`config.mk`:
```
export PLATFORM = sky130hd
export DESIGN_NAME = divider_seq_x16
export DESIGN_NICKNAME = d
export VERILOG_FILES = /design/src/rtl/div_pkg.sv /design/src/rtl/divider_seq_x16_sub.sv /design/src/rtl/divider_seq_x16.sv
export SDC_FILE = /design/constraint.sdc
export NUM_CORES = 1
export LEC_CHECK = 0
export BUFFER_PORTS_ARGS = -buffer_cell sky130_fd_sc_hd__clkbuf_2
export CAP_MARGIN = 20
export CORE_UTILIZATION = 50
export DETAILED_ROUTE_END_ITERATION = 16
export PLACE_DENSITY = 0.81
export RECOVER_POWER = 100
export SYNTH_ARGS = -nofsm -noshare
export SYNTH_HDL_FRONTEND = slang
export SYNTH_SLANG_ARGS = --single-unit
```
`constraint.sdc`:
```
create_clock -name clk -period 4.6 [get_ports clk]
set_input_delay 0.23 -clock clk [delete_from_list [all_inputs] [get_ports clk]]
set_output_delay 0.23 -clock clk [all_outputs]
set_load 0.005 [all_outputs]
```
`src/rtl/div_pkg.sv`:
```
// div_pkg: shared width constants and state encoding for the sequential divider
package div_pkg;
  localparam int DIV_WIDTH = 16;
  localparam int DIV_ITERS = 16;
  localparam int CNT_W = $clog2(DIV_ITERS);
  typedef enum logic [1:0] {DIV_IDLE, DIV_RUN, DIV_DONE} div_state_t;
endpackage

```
`src/rtl/divider_seq_x16_sub.sv`:
```
// full_subtractor_x16: 16-bit a - b - cin with borrow out on cout
module full_subtractor_x16
  import div_pkg::*;
(
  input  logic [DIV_WIDTH-1:0] a,
  input  logic [DIV_WIDTH-1:0] b,
  input  logic                 cin,
  output logic [DIV_WIDTH-1:0] diff,
  output logic                 cout
);
  logic [DIV_WIDTH:0] full;
  always_comb begin
    full = {1'b0, a} - {1'b0, b} - {{DIV_WIDTH{1'b0}}, cin};
    diff = full[DIV_WIDTH-1:0];
    cout = full[DIV_WIDTH];
  end
endmodule

```
`src/rtl/divider_seq_x16.sv`:
```
// divider_seq_x16: 16-bit unsigned restoring divider, one quotient bit per clock
module divider_seq_x16
  import div_pkg::*;
(
  input  logic                 clk,
  input  logic                 rst,
  input  logic                 start,
  input  logic [DIV_WIDTH-1:0] dividend,
  input  logic [DIV_WIDTH-1:0] divisor,
  output logic                 busy,
  output logic                 done,
  output logic [DIV_WIDTH-1:0] quotient,
  output logic [DIV_WIDTH-1:0] remainder,
  output logic                 div_by_zero
);
  div_state_t state_q, state_d;
  logic [DIV_WIDTH-1:0] r_q, r_d, q_q, q_d, d_q, d_d;
  logic [CNT_W-1:0] cnt_q, cnt_d;
  logic dbz_q, dbz_d;
  logic [DIV_WIDTH-1:0] trial, diff;
  logic borrow, accept, go, zero_div;

  full_subtractor_x16 u_sub (.a(trial), .b(d_q), .cin(1'b0), .diff(diff), .cout(borrow));

  always_ff @(posedge clk) begin
    if (rst) begin
      state_q <= DIV_IDLE;
      r_q     <= '0;
      q_q     <= '0;
      d_q     <= '0;
      cnt_q   <= '0;
      dbz_q   <= 1'b0;
    end else begin
      state_q <= state_d;
      r_q     <= r_d;
      q_q     <= q_d;
      d_q     <= d_d;
      cnt_q   <= cnt_d;
      dbz_q   <= dbz_d;
    end
  end

  always_comb begin
    go       = start && (state_q != DIV_RUN);
    zero_div = (divisor == '0);
    state_d  = state_q;
    if (go) state_d = zero_div ? DIV_DONE : DIV_RUN;
    else if (state_q == DIV_RUN) state_d = (cnt_q == CNT_W'(DIV_ITERS-1)) ? DIV_DONE : DIV_RUN;
    else state_d = DIV_IDLE;
  end

  // r[15] set means the shifted value is >= 2^16, so it always exceeds d
  always_comb begin
    trial  = {r_q[DIV_WIDTH-2:0], q_q[DIV_WIDTH-1]};
    accept = ~borrow | r_q[DIV_WIDTH-1];
    r_d    = r_q;
    q_d    = q_q;
    d_d    = d_q;
    cnt_d  = cnt_q;
    dbz_d  = dbz_q;
    if (go) begin
      r_d   = zero_div ? dividend : '0;
      q_d   = zero_div ? '1 : dividend;
      d_d   = divisor;
      cnt_d = '0;
      dbz_d = zero_div;
    end else if (state_q == DIV_RUN) begin
      r_d   = accept ? diff : trial;
      q_d   = {q_q[DIV_WIDTH-2:0], accept};
      cnt_d = cnt_q + CNT_W'(1);
    end
  end

  always_comb begin
    busy        = (state_q == DIV_RUN);
    done        = (state_q == DIV_DONE);
    quotient    = q_q;
    remainder   = r_q;
    div_by_zero = dbz_q;
  end
endmodule

```
# --- Word-level counts from Yosys, hierarchy flattened ---
# Index checks and enable logic that the tools add are counted.
op_classes:
  add_sub_neg: 2
  n_eq_ne: 4
  n_mux: 11
  reduce_logical: 4
  bitwise_logic: 2
op_table:
  columns: ["cell", "n"]
  rows:
  - ["$mux W16", 7]
  - ["$sub A16 B16 Y17", 1]
  - ["$logic_not A16 Y1", 1]
  - ["$mux W2", 4]
  - ["$add A4 B1 Y4 const B", 1]
  - ["$eq A4 B4 Y1 const B", 1]
  - ["$eq A2 B1 Y1 const B", 1]
  - ["$eq A2 B2 Y1 const B", 1]
  - ["$ne A2 B1 Y1 const B", 1]
  - ["$reduce_bool A2 Y1", 1]
  - ["$reduce_or A2 Y1", 1]
  - ["$logic_and A1 B1 Y1", 1]
  - ["$not A1 Y1", 1]
  - ["$or A1 B1 Y1", 1]
word_totals:
  input_bits: 35
  output_inout_bits: 35
  regBits: 55
  elab_cells: 29

# --- Logic depth before layout (Yosys ltp) ---
# Gate-level depths: netlist (run 1).
logic_depth:
  depth_word: 6
  mapped_depth: 11
  depth_no_buf: 10

# --- By module ---
# From an unflattened synthesis (run 1), not the netlist that was laid out.
hier_totals:
  hier_cells: 481
  area_unflattened_um2: 3733.6
by_module_without_submodules:
  columns: ["mod", "n_inst", "area_each_um2", "seq_area_each_um2", "cells_per_inst"]
  rows:
  - ["divider_seq_x16", 1, 2600.0, 1101.1, 311]
  - ["full_subtractor_x16", 1, 1133.6, 0.0, 170]

# --- Least setup slack after synthesis (run 1) ---
# No wires, ideal clock.
synth_path:
  path_type: "register to register"
  start: "register q_q[15], in the netlist quotient[15]"
  end: "register r_q[12], in the netlist remainder[12]"
  stages_incl_launch_ff: 11
  setup_time_ps: 117
  path_buffers: 0
  synth_period_minus_slack_ps: 2439
  slack_ps: 2161
  arrival_ps: 2322
  required_time_ps: 4483
  path_cell_list: "dfxtp_1 > inv_1 > ha_1 > fa_1 > nand2b_1 > a21oi_2 > o21ai_2 > a31oi_4 > nor2_4 > a221o_1 > a22o_1"
synth_between:
  elab_chain_len: 6
synth_rtl:
  columns: ["item", "line", "source"]
  rows:
  - ["start: declaration", "divider_seq_x16.sv:17", "logic [DIV_WIDTH-1:0] r_q, r_d, q_q, q_d, d_q, d_d;"]
  - ["start signal: assignment", "divider_seq_x16.sv:36", "q_q <= q_d;"]
  - ["$sub A16 B16 Y17 (*)", "divider_seq_x16_sub.sv:13", "full = {1'b0, a} - {1'b0, b} - {{DIV_WIDTH{1'b0}}, cin};"]
  - ["$not A1 Y1", "divider_seq_x16.sv:55", "accept = ~borrow | r_q[DIV_WIDTH-1];"]
  - ["$or A1 B1 Y1", "divider_seq_x16.sv:55", null]
  - ["$mux W16 (*)", "divider_seq_x16.sv:68", "r_d = accept ? diff : trial;"]
  - ["$mux W16 (*)", "divider_seq_x16.sv:67", "end else if (state_q == DIV_RUN) begin"]
  - ["$mux W16 (*)", "divider_seq_x16.sv:61", "if (go) begin"]
  - ["end signal: assignment", "divider_seq_x16.sv:35", "r_q <= r_d;"]
  - ["end: declaration", "divider_seq_x16.sv:17", null]
# Mark *: on every way between the ends. The rest lies on a longest branch, timed or not. The select of a mux whose other input is x is not followed.
# A chain may end at the register's enable or synchronous reset.

# --- Worst setup path in the final report (run 1) ---
layout_path:
  start: "register q_q[15], in the netlist quotient[15]"
  end: "register r_q[13], in the netlist remainder[13]"
# Same word-level chain as after synthesis.

==> summary.md, run 1 <==
| Metric | Value |
|---|---|
| Num rows | 29 |
| Seq/Total Area, Yosys | 33.2% |
| Worst Setup Slack, final | 1340 ps |
| Data arrival, critical path | 3480 ps |
| Unrepaired setup endpoints after global routing | no |
| Reg clk slew, reported paths | approximately 100 ps |
| Worst ir drop on vdd | ~270 µV |
| Per-cell routed wire length | roughly 15 µm |
| DRT iter0 DRCs | between 200 and 300 |
| Setup Total Neg Slack | 0 ps |
| Detailed Routing Iterations Pass 1 | 5 |
| Final period util | a little under three quarters |
| Crit path buffers/inverters | 1 |
| Ant. Diodes | 0 |
| Pwr dens | 419 mW/mm² |
| Cells along the critical path | inv_1 > ha_1 > fa_1 > nand2b_1 > a21oi_1 > o21ai_0 > a31oi_4 > and2_0 > nand2_1 > a211oi_1 |
| Routed WL | around 8800 µm |
| WHS | 136 ps |
| Max-slew violations | 0 |
| Hold-fix buffers, CTS | 0 |
| H-tree levels | 2 |
| Fmax | 306 MHz |
| Detailed placement HPWL | approximately 6700 µm |
| Final Power | around 0.0016 W |
| Hold path depth | 3 |
| Crit path capture type | flop |
| Mapped cell area | around 0.0033 mm² |
| Yosys warning total | 0 |
| Flop-to-flop setup slack | 1340 ps |
| Ys flop type | dfxtp_1 |
| Starting density of the core | between 50% and 60% |
| Startpoint types | flop |
| Post-Synthesis Cells | between 400 and 500 |
| CTS tree | done |
| LEAKAGE | around 1.6 nW |
| Clock Skews | slightly below 10 ps |
| Status | finished clean |
| Average cell area after synthesis | roughly 7.5 µm² |
| Worst min path class | primary input to flop |
| Number of setup violations in the final report | 0 |
| Synthesis-stage register bit count | 55 |
| Distinct cells, synth | 50 |
| End of the worst hold path | d_q[9] |
| DRT antenna net count | 0 |
| Crit Path Category | flop to flop |
| Clock Path Buffers | 2 |
| Die area | just under 0.007 mm² |
| Vias in the first global route | ~3,100 |
| Max_slew headroom | approximately a third |
| Post-synth EDFFs | 0 |
| Pin count of the biggest net entering global routing | just under 60 |
| Ratio of cells with drive above 1 in the final layout | between 10% and 20% |
| Cell depth of the worst flop-to-flop path | 10 |
| Hold Path Origin | divisor[9] |
| Worst-Margin Slew | around 1000 ps |
| R2r endpoint | remainder[13] |
| First-pass GRT wire length | approximately 15,000 µm |
| GRT Resource Usage Total | between 20 and 30% |
| Post-synthesis async set-or-reset flop share | 0% |
| Setup repair bufs after CTS | 0 |
| Worst R2R Start | quotient[15] |
| Filler cells | between 600 and 700 |
| Num CTS Buffers | 5 |
| CP Max Fanout | 19 |
| Initial antenna violation count | 0 |
| Max incr delay on CP | 500 ps |
| Period minus WS final | 3260 ps |
| Total number of vias | 3,423 |
| Layout Nets | between 500 and 600 |
| Post-cts sizing count | 0 |
| Ports | 70 |
| Die W | 83.4 µm |
| Crit path max-delay family | compound AO/OA/AOI/OAI gates |
| Die height | roughly 83 µm |
| Critical path required time | approximately 4800 ps |
| Mapped Nets | 497 |
| Core Footprint | approximately 0.0064 mm² |
| Grt ovf | 0 |
| GPL Wtd Cong | 0.870 |
| Clock root cell | clkbuf_8 |
| Clk sinks | 55 |
| Clock latency on the worst-skew pair | around 320 ps |
| Setup Slack @ Placement | between 1500 and 2000 ps |
| Critical Path Start | quotient[15] |
| Final Hold Fails | 0 |
| Total of max-cap violations | 0 |
| Port-buffer cells | 69 |
| Drc violations | 0 |
| Vias per cell | ~5.9 |
| Area growth, synth to finish | 13.3% |
| Critical Path Slowest Stage Cell | a31oi_4 |
through the flow:
step           cell area (µm²)  instances  util, %
6_report                  3750        582     58.8
3_3_place_gp              3710        574     58.1
2_1_floorplan             3310        444        -
3_5_place_dp              3710        574     58.1
4_1_cts                   3800        582     59.6
5_1_grt                   3750        582     58.8
tightest hold or removal path, stage by stage:
cell      delay, ps
clkbuf_2         90
nand2_1          50
a21oi_1          50
layout by cell type (no fill, tap or decap), types with 6 or more instances in the layout:
| master | n |
|---|---|
| xor2_1 | 6 |
| a211oi_1 | 10 |
| nand3_1 | 8 |
| a221oi_1 | 7 |
| clkbuf_2 | 57 |
| a21o_1 | 8 |
| xnor2_1 | 6 |
| clkbuf_1 | 14 |
| a21oi_1 | 53 |
| nor2_1 | 47 |
| ha_1 | 17 |
| inv_1 | 24 |
| o21ai_0 | 18 |
| nor4_1 | 12 |
| nor3_1 | 14 |
| dfxtp_1 | 55 |
| nand2_1 | 86 |
worst max path at each step:
| stage | endpoint | slack [ps] | cells after the start |
|---|---|---|---|
| 2_1_floorplan | remainder[12] | 2160 | 10 |
| 3_3_place_gp | remainder[12] | 1890 | 10 |
| 3_5_place_dp | remainder[12] | 1810 | 10 |
| 4_1_cts | remainder[13] | 1780 | 10 |
| 5_1_grt | remainder[4] | 1150 | 10 |
| 6_report | remainder[13] | 1340 | 10 |
cell usage after synthesis (5+ instances only):
| library cell | number | area (µm²) |
|---|---|---|
| a21oi_1 | 52 | 260 |
| xor2_1 | 6 | 52.6 |
| xnor2_1 | 6 | 52.6 |
| nor3_1 | 14 | 70.1 |
| nand3_1 | 8 | 40.0 |
| nor4_1 | 12 | 75.1 |
| a21o_1 | 8 | 60.1 |
| clkbuf_1 | 18 | 67.6 |
| nand2_1 | 86 | 323 |
| inv_1 | 24 | 90.1 |
| o21ai_0 | 15 | 75.1 |
| ha_1 | 17 | 213 |
| nand4_1 | 5 | 31.3 |
| a221oi_1 | 7 | 61.3 |
| o21ai_1 | 5 | 25.0 |
| a211oi_1 | 8 | 60.1 |
| nor2_1 | 46 | 173 |
| dfxtp_1 | 55 | 1100 |
flip-flops by register name, indices dropped and copies added, names as in the netlist:
name	flops
quotient	16
d_q	16
state_q	2
cnt_q	4
div_by_zero	1
remainder	16
cell type report:
class / instances / area (µm²) / area share [%]
multi-input cells: 343 / 2010 / 53.4
flip-flops and latches: 55 / 1100 / 29.3
repair buffers: 75 / 368 / 9.80
well taps: 77 / 96.3 / 2.57
inverters: 24 / 90.1 / 2.40
clock buffers: 5 / 68.8 / 1.83
clock inverters: 3 / 23.8 / 0.633
cell families (layout without fill, tap and decap cells):
logic type | after synthesis | after routing | share of synthesized area [%]
mux | 3 | 3 | 0.906
xor+xnor | 12 | 12 | 3.17
compound gates | 127 | 127 | 26.0
flops | 55 | 55 | 33.2
buf+inv | 46 | 107 | 5.44
simple gates | 183 | 183 | 24.2
fa+ha+maj | 18 | 18 | 7.02
power breakdown:
part / internal, W / switching (W) / total [W]
Sequential: 0.000525 / 0.0000511 / 0.000576
Clock: 0.000110 / 0.000173 / 0.000283
Combinational: 0.000282 / 0.000431 / 0.000712
Total: 0.000917 / 0.000655 / 0.00157
layer usage:
| metal | track usage [%] | up-vias | routed length (µm) |
|---|---|---|---|
| li1 | - | 1684 | - |
| met5 | 0 | - | 0 |
| met1 | 35.3 | 1596 | 4050 |
| met4 | 5.86 | 0 | 91 |
| met3 | 4.47 | 6 | 568 |
| met2 | 41.7 | 137 | 4140 |
Note: power is estimated with default switching activity, not from simulation.
==> inputs of run 2 (changes only) <==
clock period = 3.4 ns   (was 4.6 ns; I/O delays follow)
==> summary.md, run 2 (synthesis gave the netlist of run 1 again) <==
| Metric | Value |
|---|---|
| Status | finished clean |
| R2r endpoint | remainder[12] |
| Grt ovf | 0 |
| Area growth, synth to finish | 14.1% |
| Max_slew headroom | approximately 25% |
| Total number of vias | 3,396 |
| Ant. Diodes | 0 |
| Total of max-cap violations | 0 |
| Met2 routed WL | approximately 4100 µm |
| Ports | 70 |
| Max-slew violations | 0 |
| Clock root cell | clkbuf_8 |
| Critical path required time | 3620 ps |
| Max incr delay on CP | 530 ps |
| Layout Utilization | approximately three fifths |
| Vias per cell | 5.82 |
| Vias in the first global route | roughly 3,000 |
| Drc violations | 0 |
| GRT Resource Usage Total | 25.6% |
| End of the worst hold path | d_q[2] |
| Clock Path Buffers | 2 |
| DRT antenna net count | 0 |
| LEAKAGE | 1.63 nW |
| Crit path buffers/inverters | 1 |
| Pwr dens | roughly 570 mW/mm² |
| Hold Path Origin | divisor[2] |
| Post-Layout Inst Area | ~0.0038 mm² |
| Worst R2R Start | quotient[15] |
| Critical Path Slowest Stage Cell | a31oi_4 |
| Worst ir drop on vdd | ~300 µV |
| Layout Nets | 559 |
| Unrepaired setup endpoints after global routing | no |
| DP Area | 0.00373 mm² |
| Core Footprint | 0.00639 mm² |
| Final Hold Fails | 0 |
| Pin count of the biggest net entering global routing | 31 |
| Num CTS Buffers | 5 |
| H-tree levels | 2 |
| Crit path capture type | flop |
| DRT iter0 DRCs | 273 |
| Starting density of the core | approximately half |
| Most common cell after layout, fill and taps aside | nand2_1 |
| Port-buffer cells | between 60 and 70 |
| Ratio of cells with drive above 1 in the final layout | around 18% |
| WL met1 | between 4000 and 5000 µm |
| Detailed placement HPWL | ~6700 µm |
| Setup Slack @ Placement | 574 ps |
| Worst Setup Slack, final | between 400 and 500 ps |
| CTS tree | done |
| Routed WL | 8850 µm |
| Flop-to-flop setup slack | approximately 410 ps |
| Fmax | ~330 MHz |
| Worst-Margin Slew | 1120 ps |
| Hold-fix buffers, CTS | 0 |
| Num rows | 29 |
| Setup Total Neg Slack | 0 ps |
| Post-cts sizing count | 0 |
| Crit path max-delay family | compound AO/OA/AOI/OAI gates |
| Initial antenna violation count | 0 |
| Met3 WL | slightly above 500 µm |
| Die W | between 80 and 90 µm |
| Data arrival, critical path | 3220 ps |
| Detailed Routing Iterations Pass 1 | 5 |
| Clk sinks | 55 |
| DR top layer | met4 |
| First-pass GRT wire length | between 10,000 and 15,000 µm |
| Per-cell routed wire length | between 15 and 20 µm |
| Most frequent cells in the layout | nand2_1, clkbuf_2, dfxtp_1 |
| Hold path depth | 3 |
| GPL Wtd Cong | 0.942 |
| WHS | between 70 and 80 ps |
| Die height | between 80 and 90 µm |
| Worst min path class | primary input to flop |
| Die area | around 0.007 mm² |
| Period minus WS final | 2990 ps |
| Clock Skews | roughly 10 ps |
| Final period util | between 80% and 90% |
| Reg clk slew, reported paths | around 110 ps |
| CP Max Fanout | 19 |
| Cells along the critical path | inv_1 > ha_1 > fa_1 > nand2b_1 > a21oi_1 > o21ai_2 > a31oi_4 > nor2_4 > a221o_1 > a22o_1 |
| Startpoint types | flop |
| Crit Path Category | flop to flop |
| Clock latency on the worst-skew pair | 320 ps |
| Cell depth of the worst flop-to-flop path | 10 |
| Setup repair bufs after CTS | 0 |
| Number of setup violations in the final report | 0 |
-- run 2: tightest hold or removal path: cells and delay by family --
family / cells / cell delay (ps)
compound gates: 1 / 50
buf+inv: 1 / 90
simple gates: 1 / 50
-- run 2: how the worst max path moves through the flow --
stage,from,endpoint,cells past startpoint
6_report,quotient[15],remainder[12],10
5_1_grt,quotient[15],remainder[12],10
4_1_cts,quotient[15],remainder[6],10
3_5_place_dp,quotient[15],remainder[12],10
3_3_place_gp,quotient[15],remainder[12],10
2_1_floorplan,quotient[15],remainder[12],10
-- run 2: per-layer routing --
layer	vias to the layer above	GRT usage (%)
li1	1693	-
met1	1571	35.9
met2	121	40.6
met3	11	4.17
met4	0	7.70
met5	-	0
-- run 2: final cells by class --
type / count / area (µm²)
clock inverter: 3 / 27.5
clock buffer: 5 / 68.8
timing repair buffer: 77 / 385
tap: 77 / 96.3
fill: 631 / 2610
multi-input combinational: 343 / 2010
sequential: 55 / 1100
inverter: 24 / 90.1
-- run 2: through the flow --
step	total power, W	std cells
floorplan	0.00152	444
finish	0.00214	584
global route	0.00230	584
CTS	0.00215	584
global placement	0.00176	576
detailed placement	0.00177	576
-- run 2: power by group --
| group | total (W) | internal (W) | switching [W] | leakage [nW] |
|---|---|---|---|---|
| Combinational | 0.000976 | 0.000389 | 0.000587 | 1.13 |
| Clock | 0.000384 | 0.000152 | 0.000232 | 0.0463 |
| Sequential | 0.000779 | 0.000710 | 0.0000696 | 0.453 |
| Total | 0.00214 | 0.00125 | 0.000889 | 1.63 |
